`config.mk`:
```
export PLATFORM = sky130hd
export DESIGN_NAME = kv_req_arbiter
export DESIGN_NICKNAME = d
export VERILOG_FILES = /design/src/rtl/kv_arb_pkg.sv /design/src/rtl/kv_tag_fifo.sv /design/src/rtl/kv_req_arbiter.sv
export SDC_FILE = /design/constraint.sdc
export NUM_CORES = 1
export LEC_CHECK = 0
export ABC_AREA = 1
export CAP_MARGIN = 20
export CORE_AREA = 3 3 207 209
export CTS_CLUSTER_SIZE = 24
export DETAILED_ROUTE_END_ITERATION = 6
export DIE_AREA = 0 0 210 212
export GPL_ROUTABILITY_DRIVEN = 0
export GPL_TIMING_DRIVEN = 1
export MAX_ROUTING_LAYER = met4
export SLEW_MARGIN = 10
export SYNTH_ARGS = -nofsm -noshare
export SYNTH_HDL_FRONTEND = slang
export SYNTH_SLANG_ARGS = --single-unit
```
`constraint.sdc`:
```
create_clock -name clk156 -period 4.5 [get_ports clk156]
set_input_delay 1.35 -clock clk156 [delete_from_list [all_inputs] [get_ports clk156]]
set_output_delay 1.35 -clock clk156 [all_outputs]
set_load 0.02 [all_outputs]
```
`src/rtl/kv_arb_pkg.sv`:
```
// Shared types and constants for the KV request arbiter.
// Status codes are shared with the parsers and engine.
package kv_arb_pkg;

  localparam int FLAG_W_DEF = 4;

  localparam logic [1:0] STATUS_SUSPECT = 2'b01;
  localparam logic [1:0] STATUS_ARREST  = 2'b10;
  localparam logic [1:0] STATUS_FILTERE = 2'b11;

  function automatic int tag_width(input int n);
    return (n > 1) ? $clog2(n) : 1;
  endfunction

endpackage

```
`src/rtl/kv_tag_fifo.sv`:
```
// In-order tag FIFO recording which requester owns each
// request in flight to the KV engine.
module kv_tag_fifo #(
  parameter int TAG_W = 2,
  parameter int DEPTH = 8,
  localparam int PTR_W = $clog2(DEPTH),
  localparam int CNT_W = PTR_W + 1
) (
  input  logic             clk156,
  input  logic             eth_rst_n,
  input  logic             push,
  input  logic [TAG_W-1:0] push_tag,
  input  logic             pop,
  output logic [TAG_W-1:0] head_tag,
  output logic             empty,
  output logic [CNT_W-1:0] count
);

  logic [TAG_W-1:0] mem [DEPTH];
  logic [PTR_W-1:0] wr_ptr;
  logic [PTR_W-1:0] rd_ptr;

  always_ff @(posedge clk156) begin
    if (push) mem[wr_ptr] <= push_tag;
  end

  always_ff @(posedge clk156 or negedge eth_rst_n) begin
    if (!eth_rst_n) begin
      wr_ptr <= '0;
      rd_ptr <= '0;
      count  <= '0;
    end else begin
      if (push) wr_ptr <= wr_ptr + 1'b1;
      if (pop)  rd_ptr <= rd_ptr + 1'b1;
      unique case ({push, pop})
        2'b10:   count <= count + 1'b1;
        2'b01:   count <= count - 1'b1;
        default: count <= count;
      endcase
    end
  end

  assign head_tag = mem[rd_ptr];
  assign empty    = (count == '0);

endmodule

```
`src/rtl/kv_req_arbiter.sv`:
```
// Round-robin arbiter sharing one KV lookup engine between
// per-port parsers; routes in-order replies back by tag.
module kv_req_arbiter
  import kv_arb_pkg::*;
#(
  parameter int KEY_SIZE        = 96,
  parameter int FLAG_W          = FLAG_W_DEF,
  parameter int NUM_REQ         = 4,
  parameter int MAX_OUTSTANDING = 8,
  localparam int TAG_W = tag_width(NUM_REQ),
  localparam int CNT_W = $clog2(MAX_OUTSTANDING) + 1
) (
  input  logic                         clk156,
  input  logic                         eth_rst_n,
  input  logic [NUM_REQ-1:0]           req_valid,
  output logic [NUM_REQ-1:0]           req_ready,
  input  logic [NUM_REQ*KEY_SIZE-1:0]  req_key,
  input  logic [NUM_REQ*FLAG_W-1:0]    req_flag,
  output logic [KEY_SIZE-1:0]          db_in_key,
  output logic [FLAG_W-1:0]            db_in_flag,
  output logic                         db_in_valid,
  input  logic                         db_out_valid,
  input  logic [FLAG_W-1:0]            db_out_flag,
  output logic [NUM_REQ-1:0]           rsp_valid,
  output logic [FLAG_W-1:0]            rsp_flag,
  output logic [CNT_W-1:0]             outstanding,
  output logic                         orphan
);

  logic [TAG_W-1:0] rr_ptr;
  logic [TAG_W-1:0] gnt_idx;
  logic [TAG_W-1:0] cand;
  logic [TAG_W:0]   sum;
  logic [TAG_W-1:0] head_tag;
  logic             gnt_found;
  logic             credit;
  logic             grant;
  logic             pop;
  logic             empty;

  always_comb begin
    gnt_found = 1'b0;
    gnt_idx   = '0;
    sum       = '0;
    cand      = '0;
    for (int k = 0; k < NUM_REQ; k++) begin
      sum = {1'b0, rr_ptr} + (TAG_W+1)'(k);
      if (sum >= (TAG_W+1)'(NUM_REQ))
        sum = sum - (TAG_W+1)'(NUM_REQ);
      cand = sum[TAG_W-1:0];
      if (!gnt_found && req_valid[cand]) begin
        gnt_found = 1'b1;
        gnt_idx   = cand;
      end
    end
  end

  // Credit uses the registered count only; a same-cycle pop
  // does not free a slot until the next cycle.
  assign credit    = (outstanding < CNT_W'(MAX_OUTSTANDING));
  assign grant     = gnt_found & credit & eth_rst_n;
  assign req_ready = grant ? (NUM_REQ'(1) << gnt_idx) : '0;
  assign pop       = db_out_valid & ~empty;

  kv_tag_fifo #(
    .TAG_W (TAG_W),
    .DEPTH (MAX_OUTSTANDING)
  ) u_tag_fifo (
    .clk156    (clk156),
    .eth_rst_n (eth_rst_n),
    .push      (grant),
    .push_tag  (gnt_idx),
    .pop       (pop),
    .head_tag  (head_tag),
    .empty     (empty),
    .count     (outstanding)
  );

  always_ff @(posedge clk156 or negedge eth_rst_n) begin
    if (!eth_rst_n) begin
      rr_ptr      <= '0;
      db_in_valid <= 1'b0;
      db_in_key   <= '0;
      db_in_flag  <= '0;
      rsp_valid   <= '0;
      rsp_flag    <= '0;
      orphan      <= 1'b0;
    end else begin
      db_in_valid <= grant;
      if (grant) begin
        rr_ptr     <= (gnt_idx == TAG_W'(NUM_REQ-1))
                      ? '0 : gnt_idx + 1'b1;
        db_in_key  <= req_key[int'(gnt_idx)*KEY_SIZE +: KEY_SIZE];
        db_in_flag <= req_flag[int'(gnt_idx)*FLAG_W +: FLAG_W];
      end
      rsp_valid <= pop ? (NUM_REQ'(1) << head_tag) : '0;
      if (pop) rsp_flag <= db_out_flag;
      orphan <= db_out_valid & empty;
    end
  end

endmodule

```
==> results of run 1 <==
Yosys cell counts (2+ instances only):
| cell | n |
|---|---|
| buf_1 | 6 |
| dfrtp_1 | 122 |
| nand3_1 | 409 |
| inv_1 | 426 |
| ha_1 | 9 |
| buf_4 | 5 |
| buf_2 | 81 |
| nand2_1 | 666 |
| o22ai_1 | 4 |
| inv_2 | 3 |
| clkbuf_1 | 16 |
| o21ai_0 | 14 |
| a21oi_1 | 2 |
| xor2_1 | 4 |
| nand2_2 | 3 |
| buf_6 | 5 |
| nor2_1 | 33 |
| xnor2_1 | 3 |
| edfxtp_1 | 16 |
per-layer routing:
metal	global-route usage	wire, um
met5	-	0
met4	0.0500	826
met3	0.0444	3210
met2	0.333	21700
met1	0.225	17800
per-stage QoR:
stage	TNS (ps)	total power (W)
after floorplan	0	0.00841
after global placement	-874	0.0115
after detailed placement	-1140	0.0115
after CTS	0	0.0131
after global routing	0	0.0142
final	0	0.0130
what timing repair did:
action,4_1_cts,5_1_grt
hold buffers,0,0
setup endpoints to repair,4,4
resized for setup,20,19
pin swaps,6,7
setup buffers,2,3
sequential cells by signal, indices dropped and copies added (netlist names):
signal	count
u_tag_fifo.wr_ptr	3
u_tag_fifo.count	4
db_in_flag	4
orphan	1
rr_ptr	2
rsp_valid	4
u_tag_fifo.mem	16
db_in_key	96
db_in_valid	1
rsp_flag	4
u_tag_fifo.rd_ptr	3
worst reg2reg max path, cell delays in order (launching register included):
cell     delay [ps]
dfrtp_1         650
inv_2           190
nand2_1         120
nand2_2         100
nand2_1          90
nand2_1          80
nor2_4          150
nand3_2         130
nand2_4         110
buf_4           110
buf_4            90
buf_4           350
buf_4           720
nand3_1         290
nand3_1         160
nand2_1         100
nand2_1          70
nand2_1          50
worst max path at each step:
stage / slack, ps / depth (start not counted) / endpoint / from
2_1_floorplan: 170 / 14 / req_ready[3] / req_valid[1]
3_3_place_gp: -420 / 14 / req_ready[3] / req_valid[1]
3_5_place_dp: -450 / 14 / req_ready[3] / req_valid[3]
4_1_cts: 20 / 16 / req_ready[1] / req_valid[1]
5_1_grt: 140 / 15 / req_ready[1] / req_valid[1]
6_report: 260 / 15 / req_ready[1] / req_valid[1]
area by class of cell:
cell class | count | share of cell area
antenna | 2 | 0.000292
clock buffer | 21 | 0.0281
clock inverter | 11 | 0.00562
inverter | 429 | 0.0941
multi-input combinational | 1158 | 0.302
sequential | 138 | 0.206
tap | 532 | 0.0388
timing repair buffer | 563 | 0.325
power groups by stage:
stage	Sequential (W)	Combinational [W]	Clock, W
after floorplan	0.00273	0.00568	0
after global placement	0.00221	0.00928	0
after detailed placement	0.00222	0.00932	0
after CTS	0.00222	0.00942	0.00146
after global routing	0.00229	0.0104	0.00151
final	0.00222	0.00937	0.00142
cell families (layout without fill, tap and decap cells):
family	after synthesis	count (layout)	share of synthesized area
and+or+nand+nor	1118	1118	0.441
buffers and inverters	542	1024	0.203
DFF	138	138	0.328
AOI/OAI and AO/OA	24	24	0.0122
adders and majority gates	9	9	0.0104
xor gates and xnor gates	7	7	0.00569
other	0	2	0
==> results.md, run 1 <==
* **outcome** finished, final reports clean
* **net count after synthesis** 2258
* **type of the most critical hold path** register to register
* **post-route antenna net violation count** 0
* **total non-filler cell area in the finished layout** 0.0171 mm^2
* **Largest stage delay, worst path** 170 ps
* **area share of the largest cell type after synthesis** 0.283
* **die boundary height** 212 um
* **placement row count** 74
* **top-level port count** 529
* **Worst path slowest cell** nor2_4
* **Final Non-Filler Cells** 2854
* **worst slew margin relative to its limit** 0.340
* **number of antenna violations at the first check in global routing** 1
* **switching power** 0.00697 W
* **Routed wire per std cell** 15.2 um
* **sequential share of power** 0.170
* **TritonCTS clock tree** yes
* **remaining global-route overflow** 0
* **vias in the first global route** 12156
* **capturing point of the worst reg2reg path** db_in_key[80]
* **Most used DFF post-synth** dfrtp_1
* **fraction of registers with async set/reset** 0.884
* **worst-path maximum fanout** 4
* **startpoint class of the critical path** input port
* **H-tree depth reported by CTS** 4
* **signal arrival time at the worst endpoint** 2890 ps
* **fmax** 236 MHz
* **pin count of the biggest net entering global routing** 97
* **Cells after Synth** 1838
* **crit-path cells** dlymetal6s2s_1 > inv_2 > nand2_2 > nand3_4 > nand2_4 > nor2_4 > nand3_2 > nand2_4 > nand2_8 > inv_2 > buf_6 > ha_1 > inv_1 > nor2_2 > buf_6
* **P&R area growth vs syn** 59.0%
* **total instance count after detailed placement** 2815
* **all-layer global routing usage** 0.192
* **Final Skew** 8.20 ps
* **most used cells in the layout excluding fill and tap cells** nand2_1 (658), clkdlybuf4s50_1 (519), inv_1 (420), nand3_1 (404), dfrtp_1 (122)
* **final WL** 43500 um
* **Max rail drop VDD** 0.00102 V
* **cells on worst reg2reg path** 17
* **syn avg cell area** 5.87 um^2
* **dominant cells by area after synthesis** dfrtp_1 (28%), nand2_1 (23%), nand3_1 (19%)
* **area inside the core boundary** 0.0410 mm^2
* **clk sinks** 138
* **yosys synthesis warning count** 0
* **Reg area** 0.00353 mm^2
* **switching fraction of total power** 0.536
* **clock-pin slew on the worst setup and hold paths** 70 ps
* **launch instance of the worst register-to-register path** rr_ptr[0]
* **total number of vias** 12657
* **master cell of the clock root buffer** clkbuf_16
* **count of routing violations after the opening detailed-route iteration** 801
* **pre-CTS WS** -445 ps
* **pwr dens** 758 mW/mm^2
* **cell-internal power** 0.00603 W
* **setup violation total in the final timing report** 0
* **Area after DPL** 0.0164 mm^2
* **portion of total power attributed to the clock network** 0.109
* **Final HPWL DP** 32500 um
* **depth of the worst hold-timing path** 2
* **Bufs on Longest Clock Path** 2
* **count of buffering cells on the critical path with inverters included** 6
* **count of flip-flops with a built-in enable after synthesis** 16
* **horizontal die dimension** 210 um
* **critical path type** input port to output pin
* **area taken by multi-input logic gates** 0.00518 mm^2
* **I/O Buffers** 528
* **final clock period utilization by the worst path** 0.942
* **combinational share of power** 0.720
* **Skew-Pair Late Insertion Delay** 430 ps
* **worst setup margin** 260 ps
* **leading cell type in the layout, fill and taps excluded** nand2_1
* **startpoint of the worst hold path** rsp_flag[1]
* **fillers** 4306
* **global-route wire length before repair** 66100 um
* **distinct cell type count after synthesis** 30
* **worst setup slack for register-to-register paths** 830 ps
* **final cell utilization of the core** 0.418
* **required time of the worst setup path** 3150 ps
* **worst hold slack** 477 ps
* **cell area after technology mapping** 0.0108 mm^2
* **setup repair after global routing missed its margin** no
* **Endpoint, Worst Hold** rsp_flag[1]
* **Seq/Total Area, Yosys** 0.328
* **worst-margin pin slew** 991 ps
* **share of post-route cells with drive strength above 1** 0.0466
* **flops & latches, synth** 138
* **Max Cap Viol** 0
* **number of buffers added by the clock tree synthesis step** 17
* **Min Clock Period, post-route** 4240 ps
* **standby leakage power** 9.42 nW
* **Vias per Instance** 4.43
* **full die area** 0.0445 mm^2
* **number of max-slew violations in the final report** 0
* **hold violation count in the final report** 0
* **Largest delay share family, worst path** simple AND/OR/NAND/NOR gates
* **Total Nets Final** 2727
* **Pre-antenna DRT Iters** 7
* **number of remaining DRC errors** 0
* **initial core utilization** 0.263
* **cell taking the most area after synthesis** dfrtp_1
* **CP Capture Type** output pin
Power figures use the tool's default switching activity.
==> run 2: changes to the inputs <==
--- a/config.mk
+++ b/config.mk
@@ -8,6 +8,7 @@
 export ABC_AREA = 1
 export CAP_MARGIN = 20
 export CORE_AREA = 3 3 207 209
+export CTS_BUF_LIST = sky130_fd_sc_hd__clkbuf_8
 export CTS_CLUSTER_SIZE = 24
 export DETAILED_ROUTE_END_ITERATION = 6
 export DIE_AREA = 0 0 210 212
==> results.md, run 2 (synthesized netlist as in run 1, its figures left out) <==
* **outcome** finished, final reports clean
* **number of max-slew violations in the final report** 0
* **critical path type** input port to output pin
* **met3 usage in global routing** 0.0444
* **area inside the core boundary** 0.0410 mm^2
* **number of hold buffers added after CTS** 0
* **placement row count** 74
* **leading cell type in the layout, fill and taps excluded** nand2_1
* **H-tree depth reported by CTS** 4
* **CP Capture Type** output pin
* **post-route antenna net violation count** 0
* **type of the most critical hold path** register to register
* **combinational share of power** 0.741
* **Min Clock Period, post-route** 4220 ps
* **pin count of the biggest net entering global routing** 97
* **sequential share of power** 0.175
* **number of antenna violations at the first check in global routing** 1
* **cell-internal power** 0.00571 W
* **full die area** 0.0445 mm^2
* **met2 capacity usage during global routing** 0.333
* **clk sinks** 138
* **count of routing violations after the opening detailed-route iteration** 784
* **worst hold slack** 484 ps
* **fmax** 237 MHz
* **Pre-antenna DRT Iters** 6
* **horizontal die dimension** 210 um
* **final clock period utilization by the worst path** 0.938
* **setup repair after global routing missed its margin** no
* **largest registers ranked by flip-flop count** db_in_key (96), u_tag_fifo.mem (16)
* **register with the most flip-flops** db_in_key
* **Vias per Instance** 4.44
* **global route hottest layer** met2
* **remaining global-route overflow** 0
* **number of buffers added by the clock tree synthesis step** 17
* **signal arrival time at the worst endpoint** 2870 ps
* **final cell utilization of the core** 0.413
* **Final HPWL DP** 32500 um
* **hold violation count in the final report** 0
* **Skew-Pair Late Insertion Delay** 460 ps
* **share of post-route cells with drive strength above 1** 0.0453
* **clock-pin slew on the worst setup and hold paths** 90 ps
* **Final Skew** 13.1 ps
* **Bufs on Longest Clock Path** 2
* **top-level port count** 529
* **max FFs per register** 96
* **Max Cap Viol** 0
* **initial core utilization** 0.263
* **master cell of the clock root buffer** clkbuf_8
* **standby leakage power** 9.33 nW
* **Routed wire per std cell** 15.2 um
* **all-layer global routing usage** 0.191
* **global-route wire length before repair** 66000 um
* **switching fraction of total power** 0.547
* **startpoint class of the critical path** input port
* **Total Nets Final** 2725
* **final WL** 43300 um
* **switching power** 0.00691 W
* **vias in the first global route** 12140
* **portion of total power attributed to the clock network** 0.084
* **P&R area growth vs syn** 57.1%
* **worst-margin pin slew** 992 ps
* **worst slew margin relative to its limit** 0.339
* **setup violation total in the final timing report** 0
* **total number of vias** 12672
* **Max rail drop VDD** 0.000994 V
* **pwr dens** 745 mW/mm^2
* **worst-path maximum fanout** 4
* **required time of the worst setup path** 3150 ps
* **number of remaining DRC errors** 0
* **TritonCTS clock tree** yes
* **die boundary height** 212 um
* **met1 Resource Use GR** 0.224
* **most used cells in the layout excluding fill and tap cells** nand2_1 (658), clkdlybuf4s50_1 (519), inv_1 (421), nand3_1 (404), dfrtp_1 (122)
* **I/O Buffers** 528
==> run 2: changes by cell type in the layout (fill, tap and decap cells not counted), sizes merged <==
| cell | change |
|---|---|
| clkbuf | -2 |
| buf | -1 |
| bufinv | +1 |
| clkdlybuf4s15 | -1 |
| inv | +1 |
==> run 2: final timing paths <==
path,start,to,slack (ps),cells past startpoint
max in group asynchronous,eth_rst_n,db_in_key[2],1990,3
setup reg to reg,rr_ptr[0],db_in_key[80],820,17
hold reg to reg,db_in_key[5],db_in_key[5],480,2
hold / removal,db_in_key[5],db_in_key[5],480,2
min in group asynchronous,eth_rst_n,db_in_key[14],670,1
setup / recovery,req_valid[3],req_ready[2],280,14
==> run 2: power groups by stage <==
stage | clock network [W] | registers [W] | logic (W)
floorplan | 0 | 0.00273 | 0.00568
global placement | 0 | 0.00221 | 0.00928
detailed placement | 0 | 0.00222 | 0.00932
CTS | 0.00110 | 0.00222 | 0.00943
global route | 0.00115 | 0.00228 | 0.0104
finish | 0.00106 | 0.00221 | 0.00935
==> run 2: layer usage <==
metal	routed length, um	part of all wire	vias to the layer above
met5	0	0	-
met4	852	0.020	0
met3	3160	0.073	50
met2	21600	0.50	455
met1	17700	0.41	5759
li1	-	-	6408
==> run 2: what timing repair did <==
action | in CTS | in global routing
pin swaps | 6 | 6
setup buffers | 2 | 1
gates cloned | 0 | 0
endpoints found under the hold margin | 0 | 0
endpoints found under the setup margin | 4 | 4
gates resized for setup | 21 | 20
==> run 2: critical path: stages <==
cell and delay, ps:
dlymetal6s2s_1 140, inv_2 60, nand2_2 70, nand3_4 120, nand2_4 80, nor2_4 170, nand3_2 90, buf_4 150
nand3_4 80, buf_4 120, ha_1 140, inv_1 50, nor2_2 110, buf_6 140
==> run 2: cell type report <==
| type | instances | area, um^2 |
|---|---|---|
| fill | 4331 | 24100 |
| timing repair buffer | 561 | 5550 |
| multi-input combinational | 1158 | 5180 |
| sequential | 138 | 3530 |
| inverter | 429 | 1610 |
| tap | 532 | 666 |
| clock buffer | 19 | 262 |
| clock inverter | 13 | 130 |
| antenna | 2 | 5.00 |
==> run 2: stage by stage <==
step,instances,area (um^2),total power (W),setup WS [ps],setup TNS (ps)
5_1_grt,2851,16900,0.0138,158,0
3_3_place_gp,2815,16400,0.0115,-415,-874
3_5_place_dp,2815,16400,0.0115,-445,-1140
2_1_floorplan,1838,10800,0.00841,166,0
6_report,2852,16900,0.0126,280,0
4_1_cts,2849,16900,0.0127,11.4,0
